==> config.mk <==
export PLATFORM = sky130hd
export DESIGN_NAME = alu_dispatch
export DESIGN_NICKNAME = d
export VERILOG_FILES = /design/src/rtl/alu_dispatch.sv
export SDC_FILE = /design/constraint.sdc
export NUM_CORES = 2
export LEC_CHECK = 0
export BUFFER_PORTS_ARGS = -buffer_cell sky130_fd_sc_hd__buf_2
export CAP_MARGIN = 10
export CORE_AREA = 2 2 398 400
export DETAILED_ROUTE_END_ITERATION = 16
export DIE_AREA = 0 0 400 402
export HOLD_SLACK_MARGIN = 0.06
export PLACE_DENSITY = 0.46
export SLEW_MARGIN = 25
export SYNTH_ARGS = -nofsm -noshare
export SYNTH_HDL_FRONTEND = slang
export SYNTH_SLANG_ARGS = --single-unit
==> constraint.sdc <==
create_clock -name clk -period 2 [get_ports clk]
set_input_delay 0.2 -clock clk [delete_from_list [all_inputs] [get_ports clk]]
set_output_delay 0.2 -clock clk [all_outputs]
set_load 0.005 [all_outputs]
==> src/rtl/alu_dispatch.sv <==
// alu_dispatch
//   Issues operations to four external ALU lanes and returns their results
//   strictly in acceptance order. Slot i is permanently bound to lane i.
//   Operations are accepted into slot[issue_ptr] and retired from
//   slot[ret_ptr]. Both pointers are 2-bit and wrap 3->0, so the slots form a
//   ring. A slot drives its lane for two cycles, captures the lane result and
//   flags, then holds them until the result handshake retires it.
//
// Ports
//   clk, rst_n                      clock; synchronous active-low reset
//   op_valid/op_ready               operation request handshake
//   op_func/op_a/op_b/op_tag        operation payload (op_func uses the
//                                   opcodes.v encoding: DIV = 6'h03, MOD = 6'h04)
//   en_alu[i]                       lane i enable, high while slot i drives
//   alu_func/alu_in1/alu_in2        lane i at [6i+5:6i] / [64i+63:64i]
//   alu_result/alu_zero/alu_overflow/alu_compare/alu_parity_odd
//                                   per-lane ALU returns
//   res_valid/res_ready             result handshake
//   res_data/res_tag/res_flags/res_err
//                                   oldest result; flags are
//                                   {overflow, zero, compare, parity_odd}
//
// Configuration
//   ALU_DIVZERO_TRAP_EN  when defined, DIV/MOD with op_b == 0 bypasses the
//                        lane and completes one cycle after acceptance with
//                        res_err = 1, res_data = 0, res_flags = 0. When
//                        undefined such ops dispatch normally and res_err
//                        is constant 0.

module alu_dispatch (
    input  logic         clk,
    input  logic         rst_n,
    input  logic         op_valid,
    output logic         op_ready,
    input  logic [5:0]   op_func,
    input  logic [63:0]  op_a,
    input  logic [63:0]  op_b,
    input  logic [3:0]   op_tag,
    output logic [3:0]   en_alu,
    output logic [23:0]  alu_func,
    output logic [255:0] alu_in1,
    output logic [255:0] alu_in2,
    input  logic [255:0] alu_result,
    input  logic [3:0]   alu_zero,
    input  logic [3:0]   alu_overflow,
    input  logic [3:0]   alu_compare,
    input  logic [3:0]   alu_parity_odd,
    output logic         res_valid,
    input  logic         res_ready,
    output logic [63:0]  res_data,
    output logic [3:0]   res_tag,
    output logic [3:0]   res_flags,
    output logic         res_err
);

    localparam int unsigned NLANE = 4;

    // S_TRAP is only reachable with ALU_DIVZERO_TRAP_EN: a non-IDLE,
    // non-driving holding state for the single cycle before DONE.
    typedef enum logic [1:0] {
        S_IDLE  = 2'd0,
        S_DRIVE = 2'd1,
        S_DONE  = 2'd2,
        S_TRAP  = 2'd3
    } slot_e;

    slot_e       state_q  [NLANE];
    slot_e       state_d  [NLANE];
    logic        settle_q [NLANE];
    logic        settle_d [NLANE];
    logic [5:0]  func_q   [NLANE];
    logic [5:0]  func_d   [NLANE];
    logic [63:0] in1_q    [NLANE];
    logic [63:0] in1_d    [NLANE];
    logic [63:0] in2_q    [NLANE];
    logic [63:0] in2_d    [NLANE];
    logic [63:0] data_q   [NLANE];
    logic [63:0] data_d   [NLANE];
    logic [3:0]  tag_q    [NLANE];
    logic [3:0]  tag_d    [NLANE];
    logic [3:0]  flags_q  [NLANE];
    logic [3:0]  flags_d  [NLANE];
    logic [1:0]  issue_ptr_q, issue_ptr_d;
    logic [1:0]  ret_ptr_q,   ret_ptr_d;
    logic        accept;
    logic        retire;

`ifdef ALU_DIVZERO_TRAP_EN
    localparam logic [5:0] OP_DIV = 6'h03;
    localparam logic [5:0] OP_MOD = 6'h04;

    logic err_q [NLANE];
    logic err_d [NLANE];
    logic div_by_zero;

    assign div_by_zero = ((op_func == OP_DIV) || (op_func == OP_MOD)) && (op_b == '0);
    assign res_err     = err_q[ret_ptr_q];
`else
    assign res_err     = 1'b0;
`endif

    // Handshake outputs depend on registered state only, so a slot freed
    // at an edge becomes acceptable no earlier than the following cycle.
    assign op_ready  = (state_q[issue_ptr_q] == S_IDLE);
    assign res_valid = (state_q[ret_ptr_q] == S_DONE);
    assign accept    = op_valid && op_ready;
    assign retire    = res_valid && res_ready;

    assign res_data  = data_q[ret_ptr_q];
    assign res_tag   = tag_q[ret_ptr_q];
    assign res_flags = flags_q[ret_ptr_q];

    always_comb begin
        en_alu   = '0;
        alu_func = '0;
        alu_in1  = '0;
        alu_in2  = '0;
        for (int unsigned i = 0; i < NLANE; i++) begin
            en_alu[i]            = (state_q[i] == S_DRIVE);
            alu_func[6*i +: 6]   = func_q[i];
            alu_in1[64*i +: 64]  = in1_q[i];
            alu_in2[64*i +: 64]  = in2_q[i];
        end
    end

    always_comb begin
        state_d     = state_q;
        settle_d    = settle_q;
        func_d      = func_q;
        in1_d       = in1_q;
        in2_d       = in2_q;
        data_d      = data_q;
        tag_d       = tag_q;
        flags_d     = flags_q;
        issue_ptr_d = issue_ptr_q;
        ret_ptr_d   = ret_ptr_q;
`ifdef ALU_DIVZERO_TRAP_EN
        err_d       = err_q;
`endif

        // Per-slot progress; these never touch IDLE or DONE slots, so they
        // cannot collide with the accept/retire updates below.
        for (int unsigned i = 0; i < NLANE; i++) begin
            case (state_q[i])
                S_DRIVE: begin
                    if (settle_q[i]) begin
                        state_d[i] = S_DONE;
                        data_d[i]  = alu_result[64*i +: 64];
                        flags_d[i] = {alu_overflow[i], alu_zero[i],
                                      alu_compare[i], alu_parity_odd[i]};
`ifdef ALU_DIVZERO_TRAP_EN
                        err_d[i]   = 1'b0;
`endif
                    end else begin
                        settle_d[i] = 1'b1;
                    end
                end
`ifdef ALU_DIVZERO_TRAP_EN
                S_TRAP: begin
                    state_d[i] = S_DONE;
                    data_d[i]  = '0;
                    flags_d[i] = '0;
                    err_d[i]   = 1'b1;
                end
`endif
                default: ;
            endcase
        end

        if (retire) begin
            state_d[ret_ptr_q] = S_IDLE;
            ret_ptr_d          = ret_ptr_q + 2'd1;
        end

        if (accept) begin
            tag_d[issue_ptr_q] = op_tag;
            issue_ptr_d        = issue_ptr_q + 2'd1;
`ifdef ALU_DIVZERO_TRAP_EN
            if (div_by_zero) begin
                // Lane is left untouched so it keeps its last operands.
                state_d[issue_ptr_q] = S_TRAP;
            end else begin
                state_d[issue_ptr_q]  = S_DRIVE;
                settle_d[issue_ptr_q] = 1'b0;
                func_d[issue_ptr_q]   = op_func;
                in1_d[issue_ptr_q]    = op_a;
                in2_d[issue_ptr_q]    = op_b;
            end
`else
            state_d[issue_ptr_q]  = S_DRIVE;
            settle_d[issue_ptr_q] = 1'b0;
            func_d[issue_ptr_q]   = op_func;
            in1_d[issue_ptr_q]    = op_a;
            in2_d[issue_ptr_q]    = op_b;
`endif
        end
    end

    always_ff @(posedge clk) begin
        if (!rst_n) begin
            for (int unsigned i = 0; i < NLANE; i++) begin
                state_q[i]  <= S_IDLE;
                settle_q[i] <= 1'b0;
                func_q[i]   <= '0;
                in1_q[i]    <= '0;
                in2_q[i]    <= '0;
                data_q[i]   <= '0;
                tag_q[i]    <= '0;
                flags_q[i]  <= '0;
`ifdef ALU_DIVZERO_TRAP_EN
                err_q[i]    <= 1'b0;
`endif
            end
            issue_ptr_q <= '0;
            ret_ptr_q   <= '0;
        end else begin
            state_q     <= state_d;
            settle_q    <= settle_d;
            func_q      <= func_d;
            in1_q       <= in1_d;
            in2_q       <= in2_d;
            data_q      <= data_d;
            tag_q       <= tag_d;
            flags_q     <= flags_d;
`ifdef ALU_DIVZERO_TRAP_EN
            err_q       <= err_d;
`endif
            issue_ptr_q <= issue_ptr_d;
            ret_ptr_q   <= ret_ptr_d;
        end
    end

endmodule

==> results.json <==
{
  "final-hold-violation-count": 0,
  "timing.critical_path.buf_inv": 3,
  "syn-cell-area_sq_mm": 0.0326,
  "cts_max_path_buffers": 3,
  "syn_inst": 3310,
  "cts_sinks": 840,
  "worstHoldPathCells": 3,
  "drc": 0,
  "firstDrtPassIters": 7,
  "port_buffers": 1027,
  "drtIter0Drc": 1628,
  "period_needed_ps": 2380,
  "max_slew_margin_pct": 65.4,
  "critPathMaxStageDelay_ps": 570,
  "grt_pass1_vias": 29400,
  "grt.overflow.total": 0,
  "r2r-end": "alu_in2[193]",
  "dpl.cell_count": 6278,
  "clkSlewWorstSetupHoldPaths_ps": 70,
  "crit_family": "multiplexers",
  "crit_chain": "buf_12, buf_16, mux4_2, buf_2",
  "cp.required_ps": 1800,
  "routedWlPerCell_um": 20.9,
  "setup_slack_ps": -376,
  "seq_area_frac_synth_pct": 51.6,
  "r2r-start": "issue_ptr_q[1]",
  "vias": 29200,
  "outcome": "complete, but fails checks",
  "slew_violations": 0,
  "grt_pass1_wl_mm": 197,
  "cp_max_fo": 11,
  "fp.dieH_um": 402,
  "hpwl_mm": 97.2,
  "hold_path.startpoint": "op_a[62]",
  "antenna_found_initial": 15,
  "finalSetupViolCount": 315,
  "pwr-share-seq_pct": 42.6,
  "gp_congestion": 0.842,
  "powerDensity_mw_per_mm2": 844,
  "max_freq_ghz": 0.421,
  "fin_area_sq_mm": 0.0498,
  "clock_latency_ps": 710,
  "final_nets": 5223,
  "met2RoutedLength_mm": 69.3,
  "cp-end-kind": "primary output",
  "core-area_sq_mm": 0.157,
  "fillCellCount": 16400,
  "p_comb_share_pct": 13.9,
  "critPathArrivalTime_ps": 2180,
  "die_area_sq_mm": 0.161,
  "switchingPower_mw": 11.3,
  "place_ws_ps": -109,
  "p_sw_share_pct": 26.8,
  "crit_slowest_cell": "mux4_2",
  "layout.cells.non_filler": 6963,
  "internal_power_mw": 30.8,
  "start_util_pct": 20.7,
  "rrSetupSlack_ps": -220,
  "p_leak_nw": 20.3,
  "worst_slew_pin_slew_ps": 520,
  "synth_warnings": 0,
  "hold_end": "alu_in1[62]",
  "drt-vias-per-instance": 4.19,
  "ys_ff_latch": 840,
  "synth_cell_types": 26,
  "routed_wl_mm": 146,
  "hp-class": "in2reg",
  "drive_above_1_share_pct": 30.6,
  "vdd_drop_max_mv": 0.750,
  "rows": 146,
  "numCtsBuffers": 99,
  "rsz0062_at_grt": "yes",
  "grt_usage_pct": 16.5,
  "criticalPathCategory": "reg2out",
  "startpoint_type": "flop",
  "htreeDepth": 3,
  "wl_met1_mm": 61.3,
  "placed_area_sq_mm": 0.0406,
  "drv_cap": 0,
  "die_w_um": 400,
  "fin_skew_ps": 33.9,
  "finalCritPeriodShare_pct": 119,
  "critPathLaunch": "ret_ptr_q[0]",
  "grt_max_degree": 96,
  "avgSynthCellArea_sq_um": 9.84,
  "syn-num-nets": 3732,
  "cts_tree": "built",
  "power_frac_clock_pct": 43.5,
  "clockRootBuffer": "clkbuf_16",
  "syn_to_final_growth_pct": 53.0,
  "violations": "negative setup slack",
  "pin_count": 1029,
  "ant_nets": 0,
  "wl_met3_mm": 9.81,
  "rr_worst_depth": 9,
  "top_layer": "met4"
}
## worst reg2reg max path: stages, from the launching register on
cell and delay [ps]:
dfxtp_2 320, inv_2 70, mux4_2 580, buf_6 150, buf_6 110, and3_4 200, buf_12 160, buf_12 200
clkbuf_16 200, mux2i_1 130
## power groups by stage
stage | combinational (mW) | sequential (mW) | clock [mW]
final | 5.82 | 17.9 | 18.3
after global routing | 6.23 | 18.0 | 19.5
after CTS | 5.56 | 17.9 | 18.9
after detailed placement | 4.77 | 18.3 | 0
after global placement | 4.74 | 18.3 | 0
after floorplan | 2.27 | 18.3 | 0
## how the worst max path moves through the flow
stage / endpoint / depth (start not counted)
after floorplan: alu_in1[13] / 7
after global placement: alu_in1[86] / 5
after detailed placement: alu_in1[93] / 5
after CTS: res_data[8] / 4
after global routing: res_data[34] / 5
final: res_flags[0] / 4
## cells in the final DEF (no fill, tap or decap), types with 11 or more instances in the layout
| master | count |
|---|---|
| clkbuf_1 | 21 |
| dfxtp_1 | 835 |
| mux2i_1 | 554 |
| mux4_2 | 74 |
| buf_4 | 75 |
| buf_16 | 14 |
| clkbuf_8 | 18 |
| nor2_1 | 11 |
| buf_12 | 56 |
| buf_2 | 993 |
| dlygate4sd3_1 | 412 |
| clkbuf_16 | 125 |
| nand2_1 | 1243 |
| a21boi_0 | 272 |
| clkinv_2 | 20 |
| diode_2 | 11 |
| buf_6 | 55 |
## state kept, by name, indices dropped and copies added, names as in the netlist
signal and count:
tag_q 16, alu_in1 256, issue_ptr_q 2, alu_func 24, flags_q 16, ret_ptr_q 2, alu_in2 256, state_q 8
settle_q 4, data_q 256
## area by class of cell
class | count | area [sq um] | share of cell area (%)
sequential | 840 | 16800 | 33.8
clock buffer | 140 | 2850 | 5.73
tap | 2072 | 2590 | 5.20
inverter | 9 | 41.3 | 0.0829
timing repair buffer | 1638 | 12500 | 25.1
multi-input combinational | 2213 | 14500 | 29.2
antenna | 11 | 27.5 | 0.0553
clock inverter | 40 | 418 | 0.839
## routing by layer
| metal | vias up | track usage (%) |
|---|---|---|
| met3 | 210 | 4.49 |
| met2 | 895 | 27.8 |
| met4 | 0 | 6.95 |
| li1 | 14000 | - |
| met5 | - | 0 |
| met1 | 14100 | 19.6 |
## logic make-up (layout without fill, tap and decap cells)
family	after synthesis	in the layout	share of synthesized area (%)
AND/OR/NAND/NOR	1285	1288	15.2
flip-flops	840	840	51.6
multiplexers	628	628	22.2
AO/OA/AOI/OAI	288	288	6.62
buffers and inverters	260	1827	4.07
adder cells (fa/ha/maj)	8	8	0.307
other	1	12	0.0115
## synthesized netlist by cell type
cell type	count	share of area, %
nand2_1	1247	14
dfxtp_1	840	52
mux2i_1	554	17
a21boi_0	272	6.3
clkbuf_1	163	1.9
mux4_2	74	5.1
buf_6	40	1.4
buf_2	35	0.54
buf_1	12	0.14
nor2_1	12	0.14
ha_1	8	0.31
inv_1	8	0.092
a21oi_1	6	0.092
and3_1	5	0.096
nor2b_1	5	0.096
and2_1	4	0.077
nand2b_1	4	0.077
nor3b_2	4	0.15
nor4b_2	4	0.18
o211ai_1	4	0.092
o2bb2ai_1	4	0.11
a41o_1	1	0.031
buf_4	1	0.023
conb_1	1	0.012
inv_2	1	0.012
o21a_1	1	0.023
## timing repair
item                                    CTS  global route
pin swaps                                 2             5
endpoints found under the setup margin  212           341
gates resized for setup                  29           106
hold endpoints to repair                829             0
gates cloned                              3            36
hold buffers                            412             0
setup buffers                            13            32
## metrics by stage
stage | utilization [%] | TNS, ps | hold slack, ps | power (mW)
2_1_floorplan | - | 0 | 345 | 20.5
3_3_place_gp | 25.8 | -2870 | 438 | 23.0
3_5_place_dp | 25.8 | -5090 | 444 | 23.0
4_1_cts | 30.7 | -38330 | 72.8 | 42.4
5_1_grt | 31.7 | -69460 | 111 | 43.7
6_report | 31.7 | -39910 | 57.9 | 42.0
Note: power is estimated with default switching activity, not from simulation.
